--- src/rtl/imem_loader_pkg.sv ---
// Shared definitions for the instruction-memory loader: FSM states, stream format
// constants and the word-address helper.
package imem_loader_pkg;

  typedef enum logic [2:0] {
    ST_HDR  = 3'd0,
    ST_DATA = 3'd1,
    ST_CSUM = 3'd2,
    ST_RUN  = 3'd3,
    ST_ERR  = 3'd4
  } state_e;

  localparam int HDR_BYTES  = 4;
  localparam int WORD_BYTES = 4;

  function automatic logic [31:0] word_addr(input logic [31:0] base, input logic [31:0] idx);
    return base + (idx * WORD_BYTES);
  endfunction

endpackage

--- src/rtl/imem_loader_if.sv ---
// Byte-stream input and instruction-memory write port of the loader.
interface imem_loader_if;
  logic        rx_valid;
  logic [7:0]  rx_data;
  logic        rx_ready;
  logic        imem_we;
  logic [31:0] imem_addr;
  logic [31:0] imem_wdata;

  modport master (
    output rx_valid, rx_data,
    input  rx_ready, imem_we, imem_addr, imem_wdata
  );

  modport slave (
    input  rx_valid, rx_data,
    output rx_ready, imem_we, imem_addr, imem_wdata
  );
endinterface

--- src/rtl/imem_loader_byte_packer.sv ---
// Packs little-endian bytes into 32-bit words; word_ready_o fires combinationally
// with the 4th byte so the completed word is {byte_i, lanes 2..0}.
module imem_loader_byte_packer (
  input  logic        clk_i,
  input  logic        rst_i,
  input  logic        clr_i,
  input  logic        byte_vld_i,
  input  logic [7:0]  byte_i,
  output logic        word_ready_o,
  output logic [31:0] word_o
);

  logic [1:0]  lane_q, lane_d;
  logic [23:0] asm_q, asm_d;

  always_comb begin
    lane_d = lane_q;
    asm_d  = asm_q;
    if (byte_vld_i) begin
      lane_d = lane_q + 2'd1;
      if (lane_q != 2'd3) asm_d[8*lane_q +: 8] = byte_i;
    end
    if (clr_i) lane_d = 2'd0;
  end

  // Only the lane counter is control; stale lanes are always overwritten before use.
  always_ff @(posedge clk_i) begin
    if (rst_i) lane_q <= 2'd0;
    else       lane_q <= lane_d;
    asm_q <= asm_d;
  end

  assign word_ready_o = byte_vld_i & (lane_q == 2'd3);
  assign word_o       = {byte_i, asm_q};

endmodule

--- src/rtl/imem_loader.sv ---
// Loads a length-prefixed, XOR-checksummed program image into instruction memory
// and holds the core in reset until the image is verified.
module imem_loader
  import imem_loader_pkg::*;
#(
  parameter logic [31:0] BASE_ADDR   = 32'h0,
  parameter int          DEPTH_WORDS = 256
) (
  input  logic          clk_i,
  input  logic          rst_i,
  imem_loader_if.slave  bus,
  input  logic          reload_i,
  output logic          core_reset_o,
  output logic          load_done_o,
  output logic          load_error_o
);

  localparam int WIDX_W = $clog2(DEPTH_WORDS) + 1;

  state_e            state_q, state_d;
  logic [1:0]        hdr_cnt_q, hdr_cnt_d;
  logic [31:0]       len_q, len_d;
  logic [WIDX_W-1:0] widx_q, widx_d;
  logic [7:0]        xor_q, xor_d;
  logic              we_q, we_d;
  logic [31:0]       addr_q, addr_d;
  logic [31:0]       wdata_q, wdata_d;
  logic              core_reset_q, core_reset_d;
  logic              done_q, done_d;
  logic              err_q, err_d;

  logic        accept, reload_ok, pk_vld, pk_ready;
  logic [31:0] pk_word, hdr_len;

  assign bus.rx_ready = (state_q == ST_HDR) || (state_q == ST_DATA) || (state_q == ST_CSUM);
  assign accept       = bus.rx_valid & bus.rx_ready;
  assign reload_ok    = reload_i & ((state_q == ST_RUN) || (state_q == ST_ERR));
  assign pk_vld       = accept & (state_q == ST_DATA);
  assign hdr_len      = {bus.rx_data, len_q[23:0]};

  imem_loader_byte_packer u_packer (
    .clk_i        (clk_i),
    .rst_i        (rst_i),
    .clr_i        (reload_ok),
    .byte_vld_i   (pk_vld),
    .byte_i       (bus.rx_data),
    .word_ready_o (pk_ready),
    .word_o       (pk_word)
  );

  always_comb begin
    state_d      = state_q;
    hdr_cnt_d    = hdr_cnt_q;
    len_d        = len_q;
    widx_d       = widx_q;
    xor_d        = xor_q;
    we_d         = 1'b0;
    addr_d       = addr_q;
    wdata_d      = wdata_q;
    core_reset_d = core_reset_q;
    done_d       = done_q;
    err_d        = err_q;
    unique case (state_q)
      ST_HDR: if (accept) begin
        len_d[8*hdr_cnt_q +: 8] = bus.rx_data;
        xor_d     = xor_q ^ bus.rx_data;
        hdr_cnt_d = hdr_cnt_q + 2'd1;
        if (hdr_cnt_q == 2'(HDR_BYTES - 1)) begin
          if (hdr_len > 32'(DEPTH_WORDS)) begin
            state_d = ST_ERR;
            err_d   = 1'b1;
          end else if (hdr_len == 32'd0) begin
            state_d = ST_CSUM;
          end else begin
            state_d = ST_DATA;
          end
        end
      end
      ST_DATA: if (accept) begin
        xor_d = xor_q ^ bus.rx_data;
        if (pk_ready) begin
          we_d    = 1'b1;
          addr_d  = word_addr(BASE_ADDR, 32'(widx_q));
          wdata_d = pk_word;
          widx_d  = widx_q + 1'b1;
          if (32'(widx_q) + 32'd1 == len_q) state_d = ST_CSUM;
        end
      end
      ST_CSUM: if (accept) begin
        if (bus.rx_data == xor_q) begin
          state_d      = ST_RUN;
          done_d       = 1'b1;
          core_reset_d = 1'b0;
        end else begin
          state_d = ST_ERR;
          err_d   = 1'b1;
        end
      end
      ST_RUN, ST_ERR: if (reload_i) begin
        state_d      = ST_HDR;
        hdr_cnt_d    = 2'd0;
        len_d        = 32'd0;
        widx_d       = '0;
        xor_d        = 8'd0;
        addr_d       = BASE_ADDR;
        core_reset_d = 1'b1;
        done_d       = 1'b0;
        err_d        = 1'b0;
      end
      default: state_d = ST_HDR;
    endcase
  end

  always_ff @(posedge clk_i) begin
    if (rst_i) begin
      state_q      <= ST_HDR;
      hdr_cnt_q    <= 2'd0;
      len_q        <= 32'd0;
      widx_q       <= '0;
      xor_q        <= 8'd0;
      we_q         <= 1'b0;
      addr_q       <= BASE_ADDR;
      wdata_q      <= 32'd0;
      core_reset_q <= 1'b1;
      done_q       <= 1'b0;
      err_q        <= 1'b0;
    end else begin
      state_q      <= state_d;
      hdr_cnt_q    <= hdr_cnt_d;
      len_q        <= len_d;
      widx_q       <= widx_d;
      xor_q        <= xor_d;
      we_q         <= we_d;
      addr_q       <= addr_d;
      wdata_q      <= wdata_d;
      core_reset_q <= core_reset_d;
      done_q       <= done_d;
      err_q        <= err_d;
    end
  end

  assign bus.imem_we    = we_q;
  assign bus.imem_addr  = addr_q;
  assign bus.imem_wdata = wdata_q;
  assign core_reset_o   = core_reset_q;
  assign load_done_o    = done_q;
  assign load_error_o   = err_q;

endmodule

--- src/flat_wrapper.sv ---
// flat-port wrapper written by rule: the top's interface ports become plain ports
module imem_loader_flat import imem_loader_pkg::*;
#(
  parameter logic [31:0] BASE_ADDR   = 32'h0,
  parameter int          DEPTH_WORDS = 256
)
  (clk_i, rst_i, reload_i, core_reset_o, load_done_o, load_error_o, bus_rx_valid, bus_rx_data, bus_rx_ready, bus_imem_we, bus_imem_addr, bus_imem_wdata);
  imem_loader_if bus_i ();
  input  logic clk_i;
  input  logic rst_i;
  input  logic reload_i;
  output logic core_reset_o;
  output logic load_done_o;
  output logic load_error_o;
  input wire logic [$bits(bus_i.rx_valid)-1:0] bus_rx_valid;
  input wire logic [$bits(bus_i.rx_data)-1:0] bus_rx_data;
  output wire logic [$bits(bus_i.rx_ready)-1:0] bus_rx_ready;
  output wire logic [$bits(bus_i.imem_we)-1:0] bus_imem_we;
  output wire logic [$bits(bus_i.imem_addr)-1:0] bus_imem_addr;
  output wire logic [$bits(bus_i.imem_wdata)-1:0] bus_imem_wdata;
  assign bus_i.rx_valid = bus_rx_valid;
  assign bus_i.rx_data = bus_rx_data;
  assign bus_rx_ready = bus_i.rx_ready;
  assign bus_imem_we = bus_i.imem_we;
  assign bus_imem_addr = bus_i.imem_addr;
  assign bus_imem_wdata = bus_i.imem_wdata;
  imem_loader #(.BASE_ADDR(BASE_ADDR), .DEPTH_WORDS(DEPTH_WORDS)) u_core (.clk_i(clk_i), .rst_i(rst_i), .bus(bus_i), .reload_i(reload_i), .core_reset_o(core_reset_o), .load_done_o(load_done_o), .load_error_o(load_error_o));
endmodule
--- config.mk ---
export PLATFORM = sky130hd
export DESIGN_NAME = imem_loader_flat
export DESIGN_NICKNAME = d
export VERILOG_FILES = /design/src/rtl/imem_loader_pkg.sv /design/src/rtl/imem_loader_if.sv /design/src/rtl/imem_loader_byte_packer.sv /design/src/rtl/imem_loader.sv /design/src/flat_wrapper.sv
export SDC_FILE = /design/constraint.sdc
export NUM_CORES = 1
export LEC_CHECK = 0
export CORE_AREA = 5 5 115 117
export CTS_BUF_LIST = sky130_fd_sc_hd__clkbuf_4 sky130_fd_sc_hd__clkbuf_8
export DETAILED_ROUTE_END_ITERATION = 8
export DIE_AREA = 0 0 120 122
export GPL_TIMING_DRIVEN = 0
export PLACE_DENSITY = 0.79
export SYNTH_ARGS = -nofsm -noshare
export SYNTH_HDL_FRONTEND = slang
export SYNTH_SLANG_ARGS = --single-unit
--- constraint.sdc ---
create_clock -name clk_i -period 3.1 [get_ports clk_i]
set_input_delay 0.31 -clock clk_i [delete_from_list [all_inputs] [get_ports clk_i]]
set_output_delay 0.31 -clock clk_i [all_outputs]
set_load 0.03 [all_outputs]
# Word level (Yosys, flattened, before mapping)
# Cells that the tools add are included.
[classes]
n_addsub = 6
magnitude_cmp = 1
eq_ne = 20
n_shift = 4
mux = 44
bitwise_logic = 7
n_reduce_logical = 22
[ops]
columns = ["operator", "n"]
rows = [
  ["two-way mux 32 bit", 4],
  ["case mux 32 bit (2 select lines)", 2],
  ["negator 5 -> 34 bit", 2],
  ["variable shift 8 x 34 -> 24 bit, first input constant", 1],
  ["variable shift 8 x 34 -> 32 bit, first input constant", 1],
  ["indexed part select 8 x 34 -> 24 bit", 1],
  ["indexed part select 8 x 34 -> 32 bit", 1],
  ["bitwise mux 32 bit", 1],
  ["equality test 32 bit", 1],
  ["> comparator 32 x 9 -> 1 bit, second input constant", 1],
  ["logical NOT 32 bit", 1],
  ["two-way mux 3 bit", 9],
  ["two-way mux 9 bit", 3],
  ["bitwise mux 24 bit", 1],
  ["case mux 9 bit (2 select lines)", 1],
  ["two-way mux 8 bit", 2],
  ["case mux 8 bit (2 select lines)", 1],
  ["!= test 2 bit, second input constant", 7],
  ["AND reduction 7 bit", 2],
  ["two-way mux 1 bit", 12],
  ["case mux 3 bit (4 select lines)", 1],
  ["adder 9 x 1 -> 10 bit, second input constant", 1],
  ["!= test 2 x 1 -> 1 bit, second input constant", 5],
  ["adder 9 x 1 -> 9 bit, second input constant", 1],
  ["other kinds (22)", 42],
]
[word_totals]
regBits = 148
input_bits = 12
out_inout_bits = 69
elab_cells = 117

# Logic depth before layout (Yosys ltp)
# Gate-level depths: netlist of the first run.
[depth]
word_depth = 9
mapped_depth = 9
mapped_depth_nobuf = 7

# Cells and area by module
# A second synthesis of the first run with hierarchy kept.
[hier_totals]
hier_cells = 673
hier_area_um2 = 5825.6
[modules_own_cells]
columns = ["module", "n_inst", "cells_per_inst", "area_per_inst_um2"]
rows = [
  ["imem_loader", 1, 594, 4655.7],
  ["imem_loader_byte_packer", 1, 79, 1169.9],
]

# Least setup slack after synthesis of the first run
# OpenSTA, ideal clock, no wires.
[synth_timing]
kind = "reg2reg"
startpoint = "register u_core.widx_q[1]"
endpoint = "register u_core.state_q[0]"
arrival_ns = 2.019
slack_ns = 0.961
path_stages_with_launch = 9
period_less_slack_ns = 2.139
cell_sequence = "dfxtp_1 ha_1 buf_2 nand3_1 o21ai_1 or4b_2 nand3_1 a31oi_1 o31a_1"
[synth_via]
elab_chain_cells = 4
[synth_lines]
columns = ["item", "line", "rtl"]
rows = [
  ["from (decl)", "imem_loader.sv:23", "logic [WIDX_W-1:0] widx_q, widx_d;"],
  ["from (signal assigned)", "imem_loader.sv:131", "widx_q <= widx_d;"],
  ["adder 9 x 1 -> 10 bit", "imem_loader.sv:86", "if (32'(widx_q) + 32'd1 == len_q) state_d = ST_CSUM;"],
  ["equality test 32 bit", "imem_loader.sv:86", ""],
  ["!= test 2 bit (no line)", "-", ""],
  ["AND reduction 7 bit (no line)", "-", ""],
  ["to (signal assigned)", "imem_loader.sv:128", "state_q <= state_d;"],
  ["to (decl)", "imem_loader.sv:20", "state_e state_q, state_d;"],
]
# Every way passes these cells.
# A chain may end at the register's enable or synchronous reset.

# Worst setup path in the final report of the first run
# Same ends and word-level chain as after synthesis.

==> metrics.txt, run 1 <==
pin count of the biggest net entering global routing 17; clk_lat worst skew 440 ps; final count of hold timing violations 0; Critical Path Start u_core.widx_q[1]; detailed-route via count 4999; fin. max-slew vios 0; Worst-path clk slew 80 ps; # rows 41; crit path cell chain ha_1, buf_2, nand3_1, o21ai_1, or4b_2, nand3_1, a31oi_1, o31a_1; Hold EP u_core.load_done_o; drt pass-1 iters 6; vias in the first global route 4604; Peak VDD IR 0.2422 mV; # setup viols final 0; Area growth, synth to finish 21.28%; LEAKAGE 2.544 nW; share of layout cells above drive strength 1 10.30%; crit path time final 2555 ps; CTS root buffer clkbuf_8; crit path capture type flop; Commonest cells post-synth 102 x nand2_1, 101 x dfxtp_1, 67 x a21oi_1; area post-placement 6541 um^2; Vias/cell 5.512; Fin Setup TNS 0 ps; pwr dens 595.7 nW/um^2; DRC errors left 0; Filler cells 1059; Yosys top cell area share 35.35%; RSZ-0062 raised after global routing no; Clock Path Buffers 2; Seq cells post-synth 125; first-pass GRT wire length 22.81 mm; max_cap viols 0; Period Utilization, post-route 82.43%; Die Area 14640 um^2; crit-path max FO 10; initial antenna violation count 0; RR Startpoint u_core.widx_q[1]; Netlist cell types 61; post-synth top area cell dfxtp_1; H-tree depth 4; Synth Cell Area 5720 um^2; hold_sp bus_rx_valid; Yosys warning total 0; Post-CTS Resized 0; Hold WC Path Type primary input to flop; gr usage total 19.72%; WL final 14.49 mm; routed length per instance 15.97 um; Worst EP required 3430 ps; clock sink total 125; register area share after synthesis 47.94%; detailed placer's ending HPWL 10.30 mm; max_slew headroom 50.45%; Worst-Margin Slew 741.6 ps; fin area 6938 um^2; slowest cell on the critical path or4b_2; diode count 0; max frequency 0.3913 GHz; ANT nets after route 0; worst hold margin 282.6 ps; postcts setup bufs 0; kind of critical path flop to flop; First DRT Iteration DRCs 479; hold depth 3; Post-synth EDFFs 24; core area 12260 um^2; most used cell, CP nand3_1; Avg Inst Size Synth 8.828 um^2; outcome finished clean; port buffer count 55; top post-synthesis cells by area dfxtp_1 35%, edfxtp_1 13%, nand2_1 6.7%; GPL Wtd Cong 0.9086; CTS tree yes; starting density of the core 46.66%; asr flop ratio synth 0%; Worst Skew 11.49 ps; Mapped Cells 648; gr ovfl total 0; height of the die 122 um; worst r2r path cells 8; IO Count 81; Worst setup SP type flop; top-count cell post-synth nand2_1; die width 120 um; Hold-fix buffers, CTS 0; Max stage delay on crit path 610 ps; r2r endpoint u_core.state_q[0]; Synth Flop Type dfxtp_1; critical path arrival 2890 ps; CTS Buf Count 17; number of nets in the layout 766; flop-to-flop setup slack 540 ps
## layer usage
metal / vias to the layer above / GRT usage, % / wire (um)
met1: 2354 / 24.02 / 6012
met4: 0 / 8.948 / 429
li1: 2408 / - / -
met5: - / 0 / 0
met3: 42 / 4.735 / 963
met2: 195 / 33.19 / 7079
## how the worst max path moves through the flow
stage | slack (ps) | endpoint | depth (start not counted)
5_1_grt | 370 | u_core.state_q[0] | 8
6_report | 540 | u_core.state_q[0] | 8
3_3_place_gp | 690 | u_core.state_q[0] | 8
4_1_cts | 570 | u_core.state_q[0] | 8
2_1_floorplan | 960 | u_core.state_q[0] | 8
3_5_place_dp | 600 | u_core.state_q[0] | 8
## per-stage QoR
step / setup slack (ps) / total power [mW] / instances / utilization, %
2_1_floorplan: 961.1 / 2.512 / 670 / -
3_3_place_gp: 692.7 / 2.676 / 875 / 53.35
3_5_place_dp: 599.5 / 2.715 / 875 / 53.35
4_1_cts: 573.2 / 4.124 / 907 / 56.59
5_1_grt: 369.4 / 4.311 / 907 / 56.59
6_report: 544.5 / 4.133 / 907 / 56.59
## state kept, by name, summed over array words and instances, names as in the netlist
name,count
u_core.bus.imem_we,1
u_core.u_packer.lane_q,2
u_core.xor_q,8
u_core.state_q,3
u_core.core_reset_o,1
u_core.load_error_o,1
u_core.hdr_cnt_q,2
u_core.bus.imem_addr,9
u_core.widx_q,9
u_core.bus.imem_wdata,32
u_core.len_q,32
u_core.load_done_o,1
u_core.u_packer.asm_q,24
## logic make-up (layout without fill, tap and decap cells)
group,count (synthesis),count (layout),synth area share (%)
buffers and inverters,80,167,7.240
AND/OR/NAND/NOR,258,258,22.18
XOR/XNOR,21,21,3.215
flip-flops,125,125,47.94
multiplexers,2,2,0.3500
AO/OA/AOI/OAI,151,151,16.82
other,1,23,0.06555
adder cells (fa/ha/maj),10,10,2.187
## where the power goes
part | internal, mW | switching, mW | total (mW)
clock network | 0.726 | 0.707 | 1.43
logic | 0.317 | 0.548 | 0.865
registers | 1.75 | 0.0851 | 1.84
## cell type report
class                           count  area [um^2]  area share (%)
Buffer                             71        380.4           5.482
Clock buffer                       17        234.0           3.372
Clock inverter                     15        162.7           2.344
Inverter                            9        33.78          0.4869
Multi-Input combinational cell    465         2646           38.14
Sequential cell                   125         2743           39.53
Tap cell                          150        187.7           2.705
Timing Repair Buffer               55        550.5           7.935
## worst max-delay path, delay by kind of cell, from the launching register on
kind	cells	cell delay [ps]
adder cells (fa/ha/maj)	1	180
flip-flops	1	450
AND/OR/NAND/NOR	3	880
buffers and inverters	1	210
AO/OA/AOI/OAI	3	720
## placed cells by master, fill, tap and decap left out, types with 3 or more instances in the layout
master           synthesis  routed
and2_1                  32      32
nand2_1                102     102
a311oi_1                 8       8
ha_1                    10      10
inv_6                    0       4
xnor2_1                 10      10
nand4_1                  4       4
nand3_1                 16      16
xor2_1                  11      11
edfxtp_1                24      24
nor3_1                   9       9
clkbuf_1                32      32
o21ai_0                 11      11
nor2_1                  55      55
buf_2                   10      10
a21oi_1                 67      67
clkdlybuf4s50_1          0      55
o211ai_1                 4       4
buf_4                   25      25
a31oi_1                  4       4
dfxtp_1                101     101
or3_1                    7       7
o21a_1                   4       4
inv_1                    9       9
nor3b_1                  4       4
buf_1                    3       3
clkbuf_8                 0      17
a22oi_1                 34      34
nor4_1                  11      11
conb_1                   1      23
clkinvlp_4               0       4
No activity file was read; power rests on OpenSTA's default activity.
==> run 2: changes to the inputs <==
- PLACE_DENSITY: 0.79 -> 0.82
- clock period: 3.1 -> 2.1 ns (I/O delays scaled with it)
==> run 2 against run 1 <==
  * The run now ends with setup timing left
  * Maximum frequency increased by 20%
  * Wire length increased by 1.7%
  * Combinational power increased by 69%
  * Sequential share of layout area decreased by 1.7 points
  * Clock skew about the same
  * Die area unchanged
  * Worst setup slack got worse by 580 ps
  * Critical path type unchanged
  * Critical endpoint unchanged
==> metrics.txt, run 2 (synthesis results as in run 1) <==
IO Count 81 (unchanged); starting density of the core 46.66% (unchanged); CTS Buf Count 17 (unchanged); Period Utilization, post-route 101.5% (was 82.43%); fin util 59.28% (was 56.59%); clk_lat worst skew 450 ps (was 440 ps); GPL Wtd Cong 0.9370 (was 0.9086); Peak VDD IR 0.5100 mV (was 0.2422 mV); critical path arrival 2470 ps (was 2890 ps); Area growth, synth to finish 27.06% (was 21.28%); WL final 14.73 mm (was 14.49 mm); initial antenna violation count 0 (unchanged); pwr dens 907.0 nW/um^2 (was 595.7 nW/um^2); crit-path max FO 4 (was 10); CTS tree yes (unchanged); share of layout cells above drive strength 1 15.62% (was 10.30%); Hold WC Path Type primary input to flop (unchanged); CP bufs+invs 0 (was 1); crit path cell chain nor4_2, nand4_1, or3_4, a2111oi_4, a31oi_4, o31a_1 (was ha_1, buf_2, nand3_1, o21ai_1, or4b_2, nand3_1, a31oi_1, o31a_1); Hold-fix buffers, CTS 0 (unchanged); Total Power 6.592 mW (was 4.133 mW); slowest cell on the critical path or3_4 (was or4b_2); kind of critical path flop to flop (unchanged); CTS root buffer clkbuf_8 (unchanged); Worst-Margin Slew 758.5 ps (was 741.6 ps); H-tree depth 4 (unchanged); die width 120 um (unchanged); Filler cells 1012 (was 1059); diode count 0 (unchanged); Net Switching 1.995 mW (was 1.339 mW); drt pass-1 iters 5 (was 6); # setup viols final 2 (was 0); Seq pwr share 41.3% (was 44.4%); crit path time final 2132 ps (was 2555 ps); first-pass GRT wire length 22.74 mm (was 22.81 mm); Worst setup SP type flop (unchanged); gr ovfl total 0 (unchanged); final count of hold timing violations 0 (unchanged); Vias/cell 5.555 (was 5.512); fin. max-slew vios 0 (unchanged); Worst EP required 2440 ps (was 3430 ps); Worst Slack Setup Final -32.02 ps (was 544.5 ps); max_cap viols 0 (unchanged); crit-path leading delay family simple AND/OR/NAND/NOR gates (unchanged); commonest non-fill, non-tap cells in the layout 102 x nand2_1, 95 x dfxtp_1, 66 x a21oi_1 (was 102 x nand2_1, 101 x dfxtp_1, 67 x a21oi_1); max_slew headroom 49.33% (was 50.45%); LEAKAGE 2.678 nW (was 2.544 nW); port buffer count 55 (unchanged); Die Area 14640 um^2 (unchanged); failing checks setup timing; max frequency 0.4690 GHz (was 0.3913 GHz); worst hold margin 187.2 ps (was 282.6 ps); Worst Skew 11.26 ps (was 11.49 ps); Clock Path Buffers 2 (unchanged); ANT nets after route 0 (unchanged); RSZ-0062 raised after global routing yes (was no); commonest non-fill, non-tap cell in the layout nand2_1 (unchanged); Clk pwr share 36.5% (was 34.6%); internal power 4.597 mW (was 2.794 mW); First DRT Iteration DRCs 392 (was 479); fin area 7268 um^2 (was 6938 um^2); number of nets in the layout 771 (was 766); power share of the combinational group 22.2% (was 20.9%); # rows 41 (unchanged); area post-placement 6543 um^2 (was 6541 um^2); crit path capture type flop (unchanged); height of the die 122 um (unchanged); Worst-path clk slew 70 ps (was 80 ps); detailed-route via count 5066 (was 4999); detailed placer's ending HPWL 9.767 mm (was 10.30 mm); outcome finished with violations (was finished clean); DRC errors left 0 (unchanged); gr usage total 19.70% (was 19.72%); Sw Share 30.26% (was 32.41%); pin count of the biggest net entering global routing 17 (unchanged); vias in the first global route 4561 (was 4604); Max stage delay on crit path 400 ps (was 610 ps); clock sink total 125 (unchanged); routed length per instance 16.15 um (was 15.97 um); core area 12260 um^2 (unchanged)
==> run 2: per-stage QoR <==
step	setup WS (ps)	TNS [ps]	instances
3_3_place_gp	-278.3	-8632	875
5_1_grt	-106.1	-421.6	912
3_5_place_dp	-268.7	-10620	875
2_1_floorplan	15.50	0	670
4_1_cts	-13.08	-13.08	910
6_report	-32.02	-51.80	912
==> run 2: path summary, 6_finish.rpt <==
path	end	cells past startpoint	startpoint	slack, ps
worst max-delay path	u_core.state_q[0]	6	u_core.len_q[15]	-30
worst min-delay path	u_core.load_done_o	3	bus_rx_valid	190
worst max register to register	u_core.state_q[0]	6	u_core.len_q[15]	-30
worst min register to register	u_core.bus.imem_wdata[23]	2	u_core.bus.imem_wdata[23]	460
==> run 2: area by class of cell <==
cell class	count	area, um^2	area share (%)
plain buffers	67	384.1	5.285
clock buffers	20	262.8	3.615
clock inverters	12	192.7	2.651
inverters	9	33.78	0.4648
multi-input cells	465	2821	38.82
flip-flops and latches	125	2753	37.87
well taps	150	187.7	2.582
repair buffers	64	633.1	8.711
==> run 2: metal layers <==
| layer | routed length [um] | global-route usage, % |
|---|---|---|
| met4 | 389 | 8.447 |
| met2 | 7047 | 31.33 |
| met5 | 0 | 0 |
| met1 | 5977 | 25.25 |
| met3 | 1312 | 5.478 |
==> run 2: tightest hold or removal path, stage by stage <==
cell and delay (ps):
buf_2 170, o211ai_1 130, a21oi_1 80
==> run 2: power groups by stage <==
stage | Combinational, mW | Clock, mW | Sequential, mW
global route | 1.57 | 2.55 | 2.74
global placement | 1.23 | 0 | 2.75
finish | 1.46 | 2.41 | 2.72
floorplan | 0.974 | 0 | 2.73
CTS | 1.33 | 2.42 | 2.70
detailed placement | 1.25 | 0 | 2.75
==> run 2: timing repair <==
action / CTS / global route
buffers inserted: 5 / 4
resized for setup: 28 / 25
endpoints found under the setup margin: 102 / 103
pin swaps: 5 / 9
hold endpoints to repair: 0 / 0
==> run 3: changes to the inputs <==
- ABC_CLOCK_PERIOD_IN_PS: unset -> 2100
- CORE_AREA: 5 5 115 117 -> 5 5 105 127
- DIE_AREA: 0 0 120 122 -> 0 0 110 132
- TNS_END_PERCENT: unset -> 100
==> run 3 against run 2 <==
  * The run now ends clean
  * First-iteration DRC count grew 16%
  * Critical path depth is the same
  * Hold slack gained 38 ps
  * Power shrank 2.3%
  * Utilization grew 1.7 points
  * Clock-buffer cell count grew 3
  * Final area grew 0.21%
  * Maximum frequency grew 2.9%
  * Combinational power is essentially flat
  * Sequential share of layout area shrank 0.095 points
  * Non-clock buffer count shrank 1
  * Worst setup slack gained 60 ps
==> metrics.txt, run 3 (synthesis results as in run 1) <==
first-pass GRT wire length 24.04 mm (was 22.74 mm); crit-path leading delay family simple AND/OR/NAND/NOR gates (unchanged); vias in the first global route 5039 (was 4561); Worst-Margin Slew 709.2 ps (was 758.5 ps); IO Count 81 (unchanged); area post-placement 6556 um^2 (was 6543 um^2); routed length per instance 16.79 um (was 16.15 um); gr usage total 21.08% (was 19.70%); Period Utilization, post-route 98.64% (was 101.5%); Area growth, synth to finish 27.32% (was 27.06%); flop-to-flop setup slack 30 ps (was -30 ps); drt pass-1 iters 5 (unchanged); Sw Share 30.72% (was 30.26%); Clk pwr share 35.3% (was 36.5%); power share of the combinational group 22.3% (was 22.2%); hold depth 3 (unchanged); CP bufs+invs 0 (unchanged); Die Area 14520 um^2 (was 14640 um^2); final count of hold timing violations 0 (unchanged); GPL Wtd Cong 0.9141 (was 0.9370); internal power 4.461 mW (was 4.597 mW); max frequency 0.4827 GHz (was 0.4690 GHz); diode count 0 (unchanged); clk_lat worst skew 420 ps (was 450 ps); CTS root buffer clkbuf_8 (unchanged); kind of critical path flop to flop (unchanged); hold_sp bus_rx_valid (unchanged); pwr dens 884.1 nW/um^2 (was 907.0 nW/um^2); worst hold margin 225.1 ps (was 187.2 ps); Peak VDD IR 0.4422 mV (was 0.5100 mV); DRC errors left 0 (unchanged); worst r2r path cells 6 (unchanged); slowest cell on the critical path or3_4 (unchanged); RR Startpoint u_core.len_q[20] (was u_core.len_q[15]); max_slew headroom 52.62% (was 49.33%); CTS Buf Count 17 (unchanged); ANT nets after route 0 (unchanged); detailed placer's ending HPWL 10.70 mm (was 9.767 mm); fin area 7283 um^2 (was 7268 um^2); critical path arrival 2390 ps (was 2470 ps); Hold-fix buffers, CTS 0 (unchanged); commonest non-fill, non-tap cell in the layout nand2_1 (unchanged); Worst-path clk slew 80 ps (was 70 ps); post-route insts no fill 922 (was 912); crit path cell chain nor4_2, nand4_1, or3_4, a2111oi_4, a31oi_4, o31a_1 (unchanged); Worst EP required 2420 ps (was 2440 ps); Hold WC Path Type primary input to flop (unchanged); # rows 44 (was 41); CTS tree yes (unchanged); height of the die 132 um (was 122 um); RSZ-0062 raised after global routing yes (unchanged); Placed Cells 886 (was 875); max_cap viols 0 (unchanged); initial antenna violation count 0 (unchanged); WL final 15.48 mm (was 14.73 mm); gr ovfl total 0 (unchanged); starting density of the core 47.88% (was 46.66%); H-tree depth 4 (unchanged); crit-path max FO 4 (unchanged); outcome finished clean (was finished with violations); clock sink total 125 (unchanged); crit path time final 2072 ps (was 2132 ps); Max stage delay on crit path 410 ps (was 400 ps); Worst setup SP type flop (unchanged); Seq pwr share 42.4% (was 41.3%); Net Switching 1.978 mW (was 1.995 mW); Hold EP u_core.load_done_o (unchanged); r2r endpoint u_core.state_q[0] (unchanged); crit path capture type flop (unchanged); Filler cells 967 (was 1012); number of nets in the layout 770 (was 771); # setup viols final 0 (was 2); detailed-route via count 5139 (was 5066); LEAKAGE 2.673 nW (was 2.678 nW); die width 110 um (was 120 um); Total Power 6.439 mW (was 6.592 mW); Vias/cell 5.574 (was 5.555); commonest non-fill, non-tap cells in the layout 101 x nand2_1, 96 x dfxtp_1, 65 x a21oi_1 (was 102 x nand2_1, 95 x dfxtp_1, 66 x a21oi_1); fin util 60.97% (was 59.28%); core area 11950 um^2 (was 12260 um^2); port buffer count 55 (unchanged); fin. max-slew vios 0 (unchanged); pin count of the biggest net entering global routing 17 (unchanged); First DRT Iteration DRCs 456 (was 392); Worst Skew 11.62 ps (was 11.26 ps); Clock Path Buffers 2 (unchanged); share of layout cells above drive strength 1 16.56% (was 15.62%)
[run 3: what timing repair did]
item,CTS,global route
gates resized for setup,30,32
buffers inserted,4,5
pin swaps,4,9
setup endpoints to repair,107,117
[run 3: area by class of cell]
class	instances	area (um^2)	share of cell area (%)
clock buffers	23	304.0	4.175
clock inverters	9	132.6	1.821
repair buffers	64	616.8	8.469
multi-input cells	465	2858	39.24
plain buffers	66	385.4	5.291
inverters	9	33.78	0.4638
well taps	161	201.4	2.766
flip-flops and latches	125	2751	37.78
[run 3: stage by stage]
step / worst slack, ps / TNS, ps
floorplan: 15.50 / 0
global placement: -224.8 / -8649
detailed placement: -269.2 / -15830
CTS: -80.22 / -207.2
global route: -38.26 / -115.6
finish: 28.46 / 0
[run 3: how the worst max path moves through the flow]
stage / from / to / cells past startpoint / slack [ps]
6_report: u_core.len_q[20] / u_core.state_q[0] / 6 / 30
5_1_grt: u_core.widx_q[0] / u_core.state_q[0] / 7 / -40
4_1_cts: u_core.len_q[15] / u_core.state_q[0] / 6 / -80
3_5_place_dp: u_core.state_q[1] / u_core.len_q[24] / 8 / -270
3_3_place_gp: bus_rx_data[6] / u_core.core_reset_o / 7 / -220
2_1_floorplan: u_core.widx_q[1] / u_core.state_q[0] / 8 / 20
[run 3: worst register-to-register path, stage by stage (launching register included)]
cell and delay, ps:
dfxtp_1 340, nor4_2 280, nand4_1 250, or3_4 410, a2111oi_4 260, a31oi_4 170
o31a_1 260
[run 3: power groups by stage]
stage	sequential, mW	clock (mW)	combinational, mW
final	2.73	2.27	1.44
after CTS	2.71	2.28	1.34
after global placement	2.75	0	1.21
after floorplan	2.73	0	0.974
after global routing	2.74	2.40	1.56
after detailed placement	2.76	0	1.26
[run 3: metal layers]
metal  GRT usage [%]  vias to the layer above  routed length, um
li1                -                     2411                  -
met1           24.04                     2433               5872
met2           35.93                      244               7974
met3           4.067                       51               1106
met4           12.13                        0                525
met5               0                        -                  0
